<file path="config.mk">
export PLATFORM = sky130hd
export DESIGN_NAME = acc_core
export DESIGN_NICKNAME = d
export VERILOG_FILES = /design/src/rtl/acc_core.sv
export SDC_FILE = /design/constraint.sdc
export NUM_CORES = 1
export LEC_CHECK = 0
export ABC_AREA = 1
export CORE_ASPECT_RATIO = 2
export CORE_UTILIZATION = 55
export CTS_CLUSTER_SIZE = 12
export DETAILED_ROUTE_END_ITERATION = 8
export GPL_TIMING_DRIVEN = 0
export MAX_ROUTING_LAYER = met4
export PLACE_DENSITY_LB_ADDON = 0.12
export SLEW_MARGIN = 10
export SYNTH_ARGS = -nofsm -noshare
export SYNTH_HDL_FRONTEND = slang
export SYNTH_SLANG_ARGS = --single-unit
</file>
<file path="constraint.sdc">
create_clock -name CLK -period 3.2 [get_ports CLK]
set_input_delay 0.96 -clock CLK [delete_from_list [all_inputs] [get_ports CLK]]
set_output_delay 0.96 -clock CLK [all_outputs]
set_load 0.01 [all_outputs]
</file>
<file path="src/rtl/acc_core.sv">
// acc_core: parametrised accumulator core with PC/sequencer, register
// file, ALU, carry flag, saturating run counters and a req/ack data port.
//
// Ports:
//   CLK, RST_n      clock, asynchronous active-low reset
//   start           synchronous restart into RUN (priority over all)
//   instr_addr      current PC; instr_in is the word at that address
//   instr_in        {type, op[3:0], field[PC_W-1:0]}, read same cycle
//   mem_req/we      registered data request, 1 = store
//   mem_addr/wdata  request address and store data, held until mem_ack
//   mem_rdata/ack   load data and completion strobe
//   Halt            core halted (registered)
//   acc_out         accumulator
//   cycle_ct        saturating count of RUN + MEM_WAIT cycles
//   instr_ct        saturating count of retired instructions
//   stall_ct        MEM_WAIT cycles; present only with ACC_CORE_STALL_CNT_EN
//
// Optional feature macro: ACC_CORE_STALL_CNT_EN.

module acc_core #(
    parameter int DATA_W = 8,
    parameter int REG_N  = 16,
    parameter int PC_W   = 8,
    parameter int CNT_W  = 32
) (
    input  logic              CLK,
    input  logic              RST_n,
    input  logic              start,
    output logic [PC_W-1:0]   instr_addr,
    input  logic [PC_W+4:0]   instr_in,
    output logic              mem_req,
    output logic              mem_we,
    output logic [DATA_W-1:0] mem_addr,
    output logic [DATA_W-1:0] mem_wdata,
    input  logic [DATA_W-1:0] mem_rdata,
    input  logic              mem_ack,
    output logic              Halt,
    output logic [DATA_W-1:0] acc_out,
    output logic [CNT_W-1:0]  cycle_ct,
    output logic [CNT_W-1:0]  instr_ct
`ifdef ACC_CORE_STALL_CNT_EN
    ,
    output logic [CNT_W-1:0]  stall_ct
`endif
);

    localparam int INSTR_W = 5 + PC_W;
    localparam int RS_W    = (REG_N > 1) ? $clog2(REG_N) : 1;

    localparam logic [PC_W-1:0]  PC_ONE  = 1;
    localparam logic [CNT_W-1:0] CNT_ONE = 1;

    // type=0 opcodes
    localparam logic [3:0] OP_LDA  = 4'd0;
    localparam logic [3:0] OP_STA  = 4'd1;
    localparam logic [3:0] OP_ADD  = 4'd2;
    localparam logic [3:0] OP_SUB  = 4'd3;
    localparam logic [3:0] OP_AND  = 4'd4;
    localparam logic [3:0] OP_OR   = 4'd5;
    localparam logic [3:0] OP_XOR  = 4'd6;
    localparam logic [3:0] OP_SHL  = 4'd7;
    localparam logic [3:0] OP_SHR  = 4'd8;
    localparam logic [3:0] OP_LD   = 4'd9;
    localparam logic [3:0] OP_ST   = 4'd10;
    localparam logic [3:0] OP_CLC  = 4'd11;
    localparam logic [3:0] OP_HALT = 4'd15;

    // type=1 opcodes
    localparam logic [3:0] OP_BZ   = 4'd0;
    localparam logic [3:0] OP_JMP  = 4'd1;
    localparam logic [3:0] OP_LDI  = 4'd2;

    typedef enum logic [1:0] {
        S_HALTED   = 2'd0,
        S_RUN      = 2'd1,
        S_MEM_WAIT = 2'd2
    } state_t;

    state_t            state_q, state_d;
    logic [PC_W-1:0]   pc_q, pc_d;
    logic [DATA_W-1:0] acc_q, acc_d;
    logic              c_q, c_d;
    logic [DATA_W-1:0] regs_q [REG_N];
    logic              reg_we;
    logic              req_q, req_d;
    logic              we_q, we_d;
    logic [DATA_W-1:0] addr_q, addr_d;
    logic [DATA_W-1:0] wdata_q, wdata_d;
    logic [CNT_W-1:0]  cyc_q, cyc_d;
    logic [CNT_W-1:0]  ins_q, ins_d;
    logic              cyc_inc;
    logic              ins_inc;
`ifdef ACC_CORE_STALL_CNT_EN
    logic [CNT_W-1:0]  stall_q, stall_d;
    logic              stall_inc;
`endif

    // Instruction fields
    logic                   ityp;
    logic [3:0]             op;
    logic [PC_W-1:0]        field;
    logic [RS_W-1:0]        rs;
    logic [DATA_W-1:0]      rval;
    logic [PC_W-1:0]        pc_inc;
    logic [DATA_W:0]        add_res;
    logic [DATA_W:0]        sub_res;
    logic [DATA_W+PC_W-1:0] ldi_wide;
    logic [DATA_W-1:0]      ldi_val;

    assign ityp  = instr_in[INSTR_W-1];
    assign op    = instr_in[PC_W+3:PC_W];
    assign field = instr_in[PC_W-1:0];
    assign rs    = field[RS_W-1:0];
    assign rval  = regs_q[rs];

    assign pc_inc = pc_q + PC_ONE;

    // Carry-in is part of both ADD and SUB; SUB's top bit is the borrow.
    assign add_res = {1'b0, acc_q} + {1'b0, rval}
                   + {{DATA_W{1'b0}}, c_q};
    assign sub_res = {1'b0, acc_q} - {1'b0, rval}
                   - {{DATA_W{1'b0}}, c_q};

    // Zero-extend or truncate the immediate to DATA_W
    assign ldi_wide = {{DATA_W{1'b0}}, field};
    assign ldi_val  = ldi_wide[DATA_W-1:0];

    function automatic logic [CNT_W-1:0] sat_inc(
        input logic [CNT_W-1:0] v
    );
        return (&v) ? v : v + CNT_ONE;
    endfunction

    always_comb begin
        state_d = state_q;
        pc_d    = pc_q;
        acc_d   = acc_q;
        c_d     = c_q;
        reg_we  = 1'b0;
        req_d   = req_q;
        we_d    = we_q;
        addr_d  = addr_q;
        wdata_d = wdata_q;
        cyc_d   = cyc_q;
        ins_d   = ins_q;
        cyc_inc = 1'b0;
        ins_inc = 1'b0;
`ifdef ACC_CORE_STALL_CNT_EN
        stall_d   = stall_q;
        stall_inc = 1'b0;
`endif

        case (state_q)
            S_RUN: begin
                cyc_inc = 1'b1;
                ins_inc = 1'b1;
                pc_d    = pc_inc;
                if (!ityp) begin
                    case (op)
                        OP_LDA: acc_d = rval;
                        OP_STA: reg_we = 1'b1;
                        OP_ADD: {c_d, acc_d} = add_res;
                        OP_SUB: {c_d, acc_d} = sub_res;
                        OP_AND: acc_d = acc_q & rval;
                        OP_OR:  acc_d = acc_q | rval;
                        OP_XOR: acc_d = acc_q ^ rval;
                        OP_SHL: {c_d, acc_d} = {acc_q, 1'b0};
                        OP_SHR: {acc_d, c_d} = {1'b0, acc_q};
                        OP_LD, OP_ST: begin
                            // Retires and advances on mem_ack
                            ins_inc = 1'b0;
                            pc_d    = pc_q;
                            req_d   = 1'b1;
                            we_d    = (op == OP_ST);
                            addr_d  = rval;
                            wdata_d = acc_q;
                            state_d = S_MEM_WAIT;
                        end
                        OP_CLC: c_d = 1'b0;
                        OP_HALT: begin
                            ins_inc = 1'b0;
                            pc_d    = pc_q;
                            state_d = S_HALTED;
                        end
                        default: ;
                    endcase
                end else begin
                    case (op)
                        OP_BZ:  if (acc_q == '0) pc_d = field;
                        OP_JMP: pc_d = field;
                        OP_LDI: acc_d = ldi_val;
                        default: ;
                    endcase
                end
            end
            S_MEM_WAIT: begin
                cyc_inc = 1'b1;
`ifdef ACC_CORE_STALL_CNT_EN
                stall_inc = 1'b1;
`endif
                if (mem_ack) begin
                    ins_inc = 1'b1;
                    pc_d    = pc_inc;
                    req_d   = 1'b0;
                    state_d = S_RUN;
                    if (!we_q) acc_d = mem_rdata;
                end
            end
            S_HALTED: ;
            default: state_d = S_HALTED;
        endcase

        if (cyc_inc) cyc_d = sat_inc(cyc_q);
        if (ins_inc) ins_d = sat_inc(ins_q);
`ifdef ACC_CORE_STALL_CNT_EN
        if (stall_inc) stall_d = sat_inc(stall_q);
`endif

        // Restart overrides the whole cycle; registers are kept.
        if (start) begin
            state_d = S_RUN;
            pc_d    = '0;
            acc_d   = '0;
            c_d     = 1'b0;
            reg_we  = 1'b0;
            req_d   = 1'b0;
            cyc_d   = '0;
            ins_d   = '0;
`ifdef ACC_CORE_STALL_CNT_EN
            stall_d = '0;
`endif
        end
    end

    always_ff @(posedge CLK or negedge RST_n) begin
        if (!RST_n) begin
            state_q <= S_HALTED;
            pc_q    <= '0;
            acc_q   <= '0;
            c_q     <= 1'b0;
            req_q   <= 1'b0;
            we_q    <= 1'b0;
            addr_q  <= '0;
            wdata_q <= '0;
            cyc_q   <= '0;
            ins_q   <= '0;
`ifdef ACC_CORE_STALL_CNT_EN
            stall_q <= '0;
`endif
            for (int i = 0; i < REG_N; i++) begin
                regs_q[i] <= '0;
            end
        end else begin
            state_q <= state_d;
            pc_q    <= pc_d;
            acc_q   <= acc_d;
            c_q     <= c_d;
            req_q   <= req_d;
            we_q    <= we_d;
            addr_q  <= addr_d;
            wdata_q <= wdata_d;
            cyc_q   <= cyc_d;
            ins_q   <= ins_d;
`ifdef ACC_CORE_STALL_CNT_EN
            stall_q <= stall_d;
`endif
            if (reg_we) begin
                regs_q[rs] <= acc_q;
            end
        end
    end

    assign instr_addr = pc_q;
    assign mem_req    = req_q;
    assign mem_we     = we_q;
    assign mem_addr   = addr_q;
    assign mem_wdata  = wdata_q;
    assign Halt       = (state_q == S_HALTED);
    assign acc_out    = acc_q;
    assign cycle_ct   = cyc_q;
    assign instr_ct   = ins_q;
`ifdef ACC_CORE_STALL_CNT_EN
    assign stall_ct   = stall_q;
`endif

endmodule

</file>
# After elaboration in Yosys (flattened, before gate mapping)
# Index checks and enable logic that the tools add are counted.
dict set report word_totals {
  elab_cells 137
  input_bits 25
  reg_bits 229
}
dict set report classes {
  n_addsub 7
  reduce_logical 22
  bitwise 5
  magnitude_cmp 2
  eq_ne 26
  mux 49
}
# operator n
set ops {}
lappend ops {{32-bit 2-to-1 mux} 6}
lappend ops {{128-bit bitwise mux} 1}
lappend ops {{8-bit 2-to-1 mux} 13}
lappend ops {{32-bit by 1-bit adder with 32-bit output (second input constant)} 2}
lappend ops {{8-bit one-hot mux with 8 select lines} 1}
lappend ops {{32-bit AND reduction} 2}
lappend ops {{8-bit one-hot mux with 2 select lines} 3}
lappend ops {{8-bit binary-select mux with 4-bit select} 1}
lappend ops {{8-bit demux with 4-bit select} 1}
lappend ops {{4-bit equality test (second input constant)} 5}
lappend ops {{4-bit by 3-bit equality test with 1-bit output (second input constant)} 4}
lappend ops {{1-bit 2-to-1 mux} 15}
lappend ops {{10-bit by 3-bit != test with 1-bit output (second input constant)} 1}
lappend ops {{8-bit by 8-bit adder with 9-bit output} 1}
lappend ops {{9-bit by 1-bit adder with 9-bit output} 1}
lappend ops {{3-bit != test (second input constant)} 3}
lappend ops {{3-bit AND reduction} 3}
lappend ops {{8-bit by 8-bit subtractor with 9-bit output} 1}
lappend ops {{9-bit by 1-bit subtractor with 9-bit output} 1}
lappend ops {{8-bit by 1-bit adder with 8-bit output (second input constant)} 1}
lappend ops {{8-bit bitwise AND} 1}
lappend ops {{4-bit by 2-bit equality test with 1-bit output (second input constant)} 2}
lappend ops {{8-bit zero test} 1}
lappend ops {{2-bit != test (second input constant)} 4}
lappend ops {{29 further kinds} 37}

# Logic depth before layout (Yosys ltp)
# Gate-level depths: netlist of the first run.
dict set report logic_depth {
  depth_word 10
  mapped_depth 27
  depth_no_buf 24
}

# Worst setup path after synthesis of the first run
# OpenSTA, ideal clock, no wires.
dict set report synth_path {
  path_kind {input-to-reg}
  start {input port instr_in[1]}
  end {register acc_q[2] (netlist: acc_out[2])}
  arrival_ps 3558
  cell_stages 22
  n_path_buf 2
  required_ps 3084
  slack_ps -474
  cell_sequence {buf_2 -> inv_2 -> nor2_2 -> buf_2 -> nand2_1 -> nand4_1 -> nand2_1 -> nand2_1 -> nor2_1 -> fa_1 -> fa_1 -> or2_2 -> nand3_1 -> nand2_1 -> nor2_1 -> nand3_1 -> nand2_1 -> inv_1 -> nand2_1 -> nand2_1 -> nand2_1 -> nand2_1}
}
dict set report synth_between {
  elab_chain_len 10
}
# element line_no
set synth_lines {}
lappend synth_lines {{start, declared} 30} ;# input logic [PC_W+4:0] instr_in,
lappend synth_lines {{4-bit inverter with 5-bit output (not written as such) *} 114} ;# assign rval = regs_q[rs];
lappend synth_lines {{8-bit binary-select mux with 4-bit select *} 114}
lappend synth_lines {{8-bit 2-to-1 mux (not written as such) * (2 in a row)} 114}
lappend synth_lines {{8-bit by 8-bit subtractor with 9-bit output or 8-bit by 8-bit adder with 9-bit output (tied branches)} {121, 119}}
lappend synth_lines {{9-bit by 1-bit subtractor with 9-bit output or 9-bit by 1-bit adder with 9-bit output (tied branches)} {122, 120}}
lappend synth_lines {{8-bit one-hot mux with 8 select lines *} 159} ;# case (op)
lappend synth_lines {{8-bit 2-to-1 mux *} 158} ;# if (!ityp) begin
lappend synth_lines {{8-bit one-hot mux with 2 select lines *} 153} ;# case (state_q)
lappend synth_lines {{8-bit 2-to-1 mux *} 220} ;# if (start) begin
lappend synth_lines {{end signal, assigned} 239} ;# acc_q <= '0;
lappend synth_lines {{end signal, assigned} 256} ;# acc_q <= acc_d;
lappend synth_lines {{end, declared} 81} ;# logic [DATA_W-1:0] acc_q, acc_d;
# Every way passes the cells marked *; elsewhere a longest branch is shown, timed or not. The select of a mux whose other input is x is not followed.
# A chain may end at the register's enable or synchronous reset.

# Worst setup path after layout of the first run
dict set report layout_path {
  start {input port instr_in[0]}
  end {register acc_q[7] (netlist: acc_out[7])}
}
dict set report layout_between {
  elab_chain_len 10
}
# element line_no
set layout_lines {}
lappend layout_lines {{4-bit inverter with 5-bit output (not written as such) *} 114}
lappend layout_lines {{8-bit binary-select mux with 4-bit select *} 114}
lappend layout_lines {{8-bit 2-to-1 mux (not written as such) * (2 in a row)} 114}
lappend layout_lines {{net rval[4]} 103} ;# logic [DATA_W-1:0] rval;
lappend layout_lines {{8-bit by 8-bit subtractor with 9-bit output or 8-bit by 8-bit adder with 9-bit output (tied branches)} {121, 119}}
lappend layout_lines {{9-bit by 1-bit subtractor with 9-bit output or 9-bit by 1-bit adder with 9-bit output (tied branches)} {122, 120}}
lappend layout_lines {{8-bit one-hot mux with 8 select lines *} 159}
lappend layout_lines {{8-bit 2-to-1 mux *} 158}
lappend layout_lines {{8-bit one-hot mux with 2 select lines *} 153}
lappend layout_lines {{8-bit 2-to-1 mux *} 220}
# Mark *: on every way through the listed nets, which the timed path passes. The rest lies on a longest branch. The select of a mux whose other input is x is not followed.

==> flow_metrics.env, run 1 <==
export IMPL_placementRows=81
export IMPL_drtPass1Iterations=8
export IMPL_outcome="complete, but fails checks"
export IMPL_vias=13700
export IMPL_avgViaCountPerCell=5.59
export IMPL_fin_ws_ps=-149
export IMPL_min_path_type="input port to asynchronous set/reset pin"
export IMPL_totalWireLength_mm=47.5
export IMPL_async_reset_ff_share_pct=100
export IMPL_worst_ep_required_time_ps=3630
export IMPL_period_needed_ps=3350
export IMPL_avgRoutedWirePerCell_um=19.5
export IMPL_nFillCells=2175
export IMPL_crit_slowest_cell="ha_4"
export IMPL_clock_fmax_mhz=299
export IMPL_crit_path_frequent_cell="nand2_1"
export IMPL_holdWs_ps=361
export IMPL_setup_tns_ps=-702
export IMPL_dr_wl_met3_mm=2.60
export IMPL_critPathLaunchType="input port"
export IMPL_timing_rr_end="acc_out[7]"
export IMPL_grt_pass1_wl_mm=72.6
export IMPL_top_layer="met4"
export IMPL_worstPathArrival_ps=3780
export IMPL_cts_root_buf="clkbuf_16"
export IMPL_io_buffers=121
export IMPL_cts_tree="built"
export IMPL_syn_inst=1939
export IMPL_path_buf_inv=7
export IMPL_clk_transition_reported_paths_ps=60
export IMPL_routabilityCongestion=1.00
export IMPL_syn_nets=2004
export IMPL_max_slew_margin_pct=33.8
export IMPL_dp_cells=2394
export IMPL_synth_cell_types=45
export IMPL_ys_seq_area_share_pct=41.9
export IMPL_grt_max_degree=113
export IMPL_drv_cap=0
export IMPL_syn_cell_area_mm2=0.0137
export IMPL_violations="negative setup slack"
export IMPL_yosysWarnings=0
export IMPL_ant_nets=0
export IMPL_max_stage_delay_ps=220
export IMPL_worstSetupPathType="input port to register"
export IMPL_finalNetCount=2169
export IMPL_fin_crit_sh_pct=105
export IMPL_cpLargestDelayFamily="simple AND/OR/NAND/NOR gates"
export IMPL_drc=0
export IMPL_wl_met1_mm=15.5
export IMPL_maxSlewViolCount=0
export IMPL_syn_avg_cell_area_um2=7.06
export IMPL_ctsLongestPathBuffers=3
export IMPL_die_h_um=225
export IMPL_cts_max_level=1
export IMPL_leakage_nw=7.59
export IMPL_synth_main_ff_cell="dfrtp_1"
export IMPL_num_antenna_cells=0
export IMPL_cts_sinks=229
export IMPL_regToRegStartpoint="acc_out[6]"
export IMPL_synth_edf_count=0
export IMPL_synth_seq_cells=229
export IMPL_met2WireLength_mm=24.9
export IMPL_skew_ps=13.7
export IMPL_r2r_slack_ps=-80
export IMPL_cp_max_fo=10
export IMPL_p_per_area_mw_per_mm2=537
export IMPL_area_growth_pct=21.9
export IMPL_grt_pass1_vias=13500
export IMPL_die_area_mm2=0.0256
export IMPL_core_mm2=0.0244
export IMPL_initial_core_util_pct=56.0
export IMPL_drt_iter0_markers=908
export IMPL_vdd_ir_drop_max_uv=525
export IMPL_overflow=0
export IMPL_grt_util_all_layers_pct=39.0
export IMPL_finalHoldViolCount=0
export IMPL_multi_input_area_mm2=0.00739
export IMPL_final_cells=2441
export IMPL_drive_above_1_share_pct=9.58
export IMPL_clk_latency_ps=540
export IMPL_worst_setup_path_end_kind="register"
export IMPL_worst_pin_slew_ps=990
export IMPL_ios=124
export IMPL_seqCellArea_mm2=0.00573
export IMPL_dpl_hpwl_mm=35.8
export IMPL_cts_made_buffers=23
export IMPL_hold_buffers=0
export IMPL_r2r_cells=14
export IMPL_rsz0062_at_grt="yes"
export IMPL_setup_viol=8
export IMPL_dieWidth_um=114
export IMPL_antenna_found_initial=0
export IMPL_utilization_pct=68.3
==> through the flow <==
step | cell area [um^2] | power, mW | setup slack (ps)
6_report | 16700 | 8.96 | -149
2_1_floorplan | 13900 | 5.06 | -184
3_5_place_dp | 15600 | 6.32 | -1660
3_3_place_gp | 15500 | 6.28 | -8430
5_1_grt | 16700 | 9.37 | -269
4_1_cts | 16500 | 8.91 | -153
==> cell type report <==
cell class | count | share of cell area [%]
plain buffers | 76 | 3.01
inverters | 151 | 3.56
repair buffers | 142 | 8.49
clock inverters | 2 | 0.0825
flip-flops and latches | 229 | 34.3
well taps | 332 | 2.49
multi-input cells | 1481 | 44.3
clock buffers | 28 | 3.74
==> routing by layer <==
metal	track usage [%]	up-vias
met1	35.8	6374
li1	-	6537
met2	69.9	515
met3	5.92	231
met4	32.3	0
met5	-	-
==> repair_timing <==
action | CTS | global route
pin swaps | 22 | 25
setup buffers | 11 | 8
gates resized for setup | 86 | 32
endpoints found under the setup margin | 9 | 73
==> layout by cell type (no fill, tap or decap), types with 18 or more instances in the layout <==
cell             count
a21oi_1             23
clkbuf_1            38
ha_1                26
dfrtp_1            229
nand2_1            751
nand3_1            100
xor2_1              35
nand4_1             33
nor3_1              37
o21ai_0            178
buf_4               21
nor2_1             136
clkdlybuf4s50_1    118
clkbuf_16           24
o21ai_1             18
inv_1              132
==> cell families after synthesis <==
logic type,Yosys count,synth area share [%]
compound gates,261,10.3
xor+xnor,47,3.01
fa+ha+maj,40,3.88
buf+inv,229,6.74
flops,229,41.9
simple gates,1133,34.2
==> report_power, final <==
part | switching, mW | leakage [nW] | internal [mW]
combinational | 2.05 | 4.10 | 1.08
clock | 1.12 | 0.316 | 1.35
sequential | 0.286 | 3.18 | 3.07
==> worst reg2reg max path, cell delays in order (launching register included) <==
cell and delay [ps]:
dfrtp_1 510, clkinv_1 410, clkbuf_1 470, ha_2 580, ha_4 250, nand2_1 80
inv_1 50, a21oi_1 190, nand3_1 120, nand3_2 120, nand3_2 150, nand2_2 110
nand2_1 50, nand2_1 50, nand2_1 40
==> state kept, by name (all words and copies together), names as in the netlist <==
name,flops
instr_addr,8
instr_ct,32
mem_wdata,8
regs_q,128
mem_req,1
acc_out,8
mem_we,1
mem_addr,8
state_q,2
cycle_ct,32
c_q,1
==> synthesized netlist by cell type (all sizes together) (4+ instances only) <==
master,count,area [um^2]
a21oi,28,140
buf,27,164
clkbuf,51,191
clkinv,5,18.8
dfrtp,229,5730
fa,4,80.1
ha,36,450
inv,146,548
nand2,768,2890
nand3,113,583
nand3b,4,30.0
nand4,34,228
nor2,164,651
nor3,44,255
o21ai,209,1090
o31ai,14,105
xnor2,12,105
xor2,35,307
==> worst max path at each step <==
stage	endpoint	cells after the start	slack (ps)	startpoint
2_1_floorplan	acc_out[2]	23	-180	instr_in[0]
3_3_place_gp	instr_ct[22]	1	-8430	RST_n
3_5_place_dp	acc_out[2]	21	-1660	instr_in[3]
4_1_cts	acc_out[0]	22	-150	instr_in[0]
5_1_grt	acc_out[7]	28	-270	instr_in[0]
6_report	acc_out[7]	25	-150	instr_in[0]
Note: power is estimated with default switching activity, not from simulation.
==> run 2, diff against run 1 <==
--- a/config.mk
+++ b/config.mk
@@ -6,6 +6,7 @@
 export NUM_CORES = 1
 export LEC_CHECK = 0
 export ABC_AREA = 1
+export CAP_MARGIN = 20
 export CORE_ASPECT_RATIO = 2
 export CORE_UTILIZATION = 55
 export CTS_CLUSTER_SIZE = 12
==> results of run 2 <==
The final DEF is identical to that of run 1; final timing and power are the same.
==> run 3, diff against run 2 <==
--- a/config.mk
+++ b/config.mk
@@ -9,6 +9,7 @@
 export CAP_MARGIN = 20
 export CORE_ASPECT_RATIO = 2
 export CORE_UTILIZATION = 55
+export CTS_BUF_LIST = sky130_fd_sc_hd__clkbuf_4
 export CTS_CLUSTER_SIZE = 12
 export DETAILED_ROUTE_END_ITERATION = 8
 export GPL_TIMING_DRIVEN = 0
==> run 3 against run 2 <==
Against the previous run:
- the flow still finishes with violations (negative setup slack)
- clock skew grew 25 ps
- largest cell class unchanged
- non-clock buffer count shrank 10
- via count grew 1.6%
==> flow_metrics.env, run 3 (synthesis gave the netlist of run 1 again) <==
export IMPL_outcome="complete, but fails checks"
export IMPL_violations="negative setup slack"
export IMPL_ant_nets=0
export IMPL_grt_pass1_vias=13700
export IMPL_worstPathArrival_ps=3880
export IMPL_cts_max_level=2
export IMPL_dpl_hpwl_mm=35.8
export IMPL_vdd_ir_drop_max_uv=594
export IMPL_hold_buffers=0
export IMPL_path_buf_inv=7
export IMPL_period_needed_ps=3220
export IMPL_cts_tree="built"
export IMPL_p_total_mw=8.79
export IMPL_rsz0062_at_grt="yes"
export IMPL_initial_core_util_pct=56.0
export IMPL_top_register="regs_q"
export IMPL_drt_iter0_markers=850
export IMPL_setup_viol=3
export IMPL_worstSetupPathType="input port to register"
export IMPL_max_stage_delay_ps=560
export IMPL_p_per_area_mw_per_mm2=530
export IMPL_grt_max_degree=113
export IMPL_r2r_cells=15
export IMPL_final_cells=2499
export IMPL_io_buffers=121
export IMPL_crit_path_frequent_cell="nand2_1"
export IMPL_crit_slowest_cell="fa_2"
export IMPL_leakage_nw=7.59
export IMPL_area_growth_pct=21.1
export IMPL_skew_ps=38.5
export IMPL_setup_tns_ps=-28.9
export IMPL_ctsLongestPathBuffers=3
export IMPL_avgRoutedWirePerCell_um=18.9
export IMPL_vias=13900
export IMPL_clk_latency_ps=740
export IMPL_nFillCells=2232
export IMPL_clk_transition_reported_paths_ps=70
export IMPL_critPathLaunchType="input port"
export IMPL_core_mm2=0.0244
export IMPL_crit_cells=27
export IMPL_finalHoldViolCount=0
export IMPL_finalNetCount=2190
export IMPL_drive_above_1_share_pct=11.2
export IMPL_multi_input_area_mm2=0.00733
export IMPL_final_common_cell="nand2_1"
export IMPL_mostFrequentLayoutCells="nand2_1 (753), dfrtp_1 (228), o21ai_0 (180)"
export IMPL_grt_pass1_wl_mm=72.6
export IMPL_worst_ep_required_time_ps=3860
export IMPL_cts_sinks=229
export IMPL_maxSlewViolCount=0
export IMPL_die_h_um=225
export IMPL_cts_made_buffers=54
export IMPL_clock_fmax_mhz=311
export IMPL_seqCellArea_mm2=0.00573
export IMPL_fin_ws_ps=-19.9
export IMPL_cp_max_fo=10
export IMPL_drc=0
export IMPL_dieWidth_um=114
export IMPL_totalWireLength_mm=47.2
export IMPL_dp_cells=2394
export IMPL_drv_cap=0
export IMPL_drtPass1Iterations=5
export IMPL_max_slew_margin_pct=35.7
export IMPL_avgViaCountPerCell=5.55
export IMPL_timing_rr_end="acc_out[4]"
export IMPL_grt_util_all_layers_pct=39.0
export IMPL_min_path_type="input port to asynchronous set/reset pin"
export IMPL_ios=124
export IMPL_die_area_mm2=0.0256
export IMPL_r2r_slack_ps=160
export IMPL_cp_endpoint="acc_out[7]"
export IMPL_worst_setup_path_end_kind="register"
export IMPL_placementRows=81
export IMPL_overflow=0
export IMPL_utilization_pct=67.9
export IMPL_regToRegStartpoint="acc_out[3]"
export IMPL_routabilityCongestion=1.00
export IMPL_crit_start="instr_in[0]"
export IMPL_worst_pin_slew_ps=961
export IMPL_largest_reg_flops=128
export IMPL_cts_root_buf="clkbuf_4"
export IMPL_antenna_found_initial=1
export IMPL_cpLargestDelayFamily="simple AND/OR/NAND/NOR gates"
export IMPL_fin_crit_sh_pct=101
[run 3: worst min-delay path by stage]
stage / depth (start not counted) / slack, ps / end / from
6_report: 1 / 150 / regs_q[107] / RST_n
5_1_grt: 1 / 170 / regs_q[100] / RST_n
4_1_cts: 1 / 140 / regs_q[107] / RST_n
3_5_place_dp: 2 / 470 / regs_q[90] / regs_q[90]
3_3_place_gp: 2 / 470 / regs_q[114] / regs_q[114]
2_1_floorplan: 2 / 450 / regs_q[0] / regs_q[0]
[run 3: cell type report]
class,instances,area share [%]
clock buffer,70,3.17
antenna,1,0.0151
buffer,72,2.79
timing repair buffer,136,8.22
tap,332,2.51
inverter,151,3.64
multi-input combinational,1481,44.2
clock inverter,27,0.838
sequential,229,34.6
[run 3: metal layers]
layer / global-route usage, % / wire, um / part of all wire (%) / up-vias
li1: - / - / - / 6631
met1: 35.4 / 15400 / 33 / 6463
met2: 68.6 / 24600 / 52 / 530
met3: 6.91 / 2560 / 5.4 / 248
met4: 34.2 / 4700 / 10 / 0
met5: - / 0 / 0 / -
[run 3: through the flow]
stage / setup WS [ps] / hold WS (ps) / instance area [um^2]
after global placement: -8430 / 465 / 15500
final: -19.9 / 150 / 16600
after floorplan: -184 / 453 / 13900
after CTS: -4.00 / 140 / 16300
after detailed placement: -1660 / 473 / 15600
after global routing: -109 / 167 / 16600
[run 3: repair_timing]
item,CTS,global route
setup endpoints to repair,9,11
buffers inserted,1,12
pin swaps,1,23
gates resized for setup,42,64
[run 3: power breakdown]
part / leakage, nW / internal (mW) / switching [mW] / total, mW
combinational: 4.03 / 1.06 / 2.03 / 3.09
sequential: 3.17 / 3.07 / 0.288 / 3.36
clock: 0.385 / 1.11 / 1.24 / 2.35
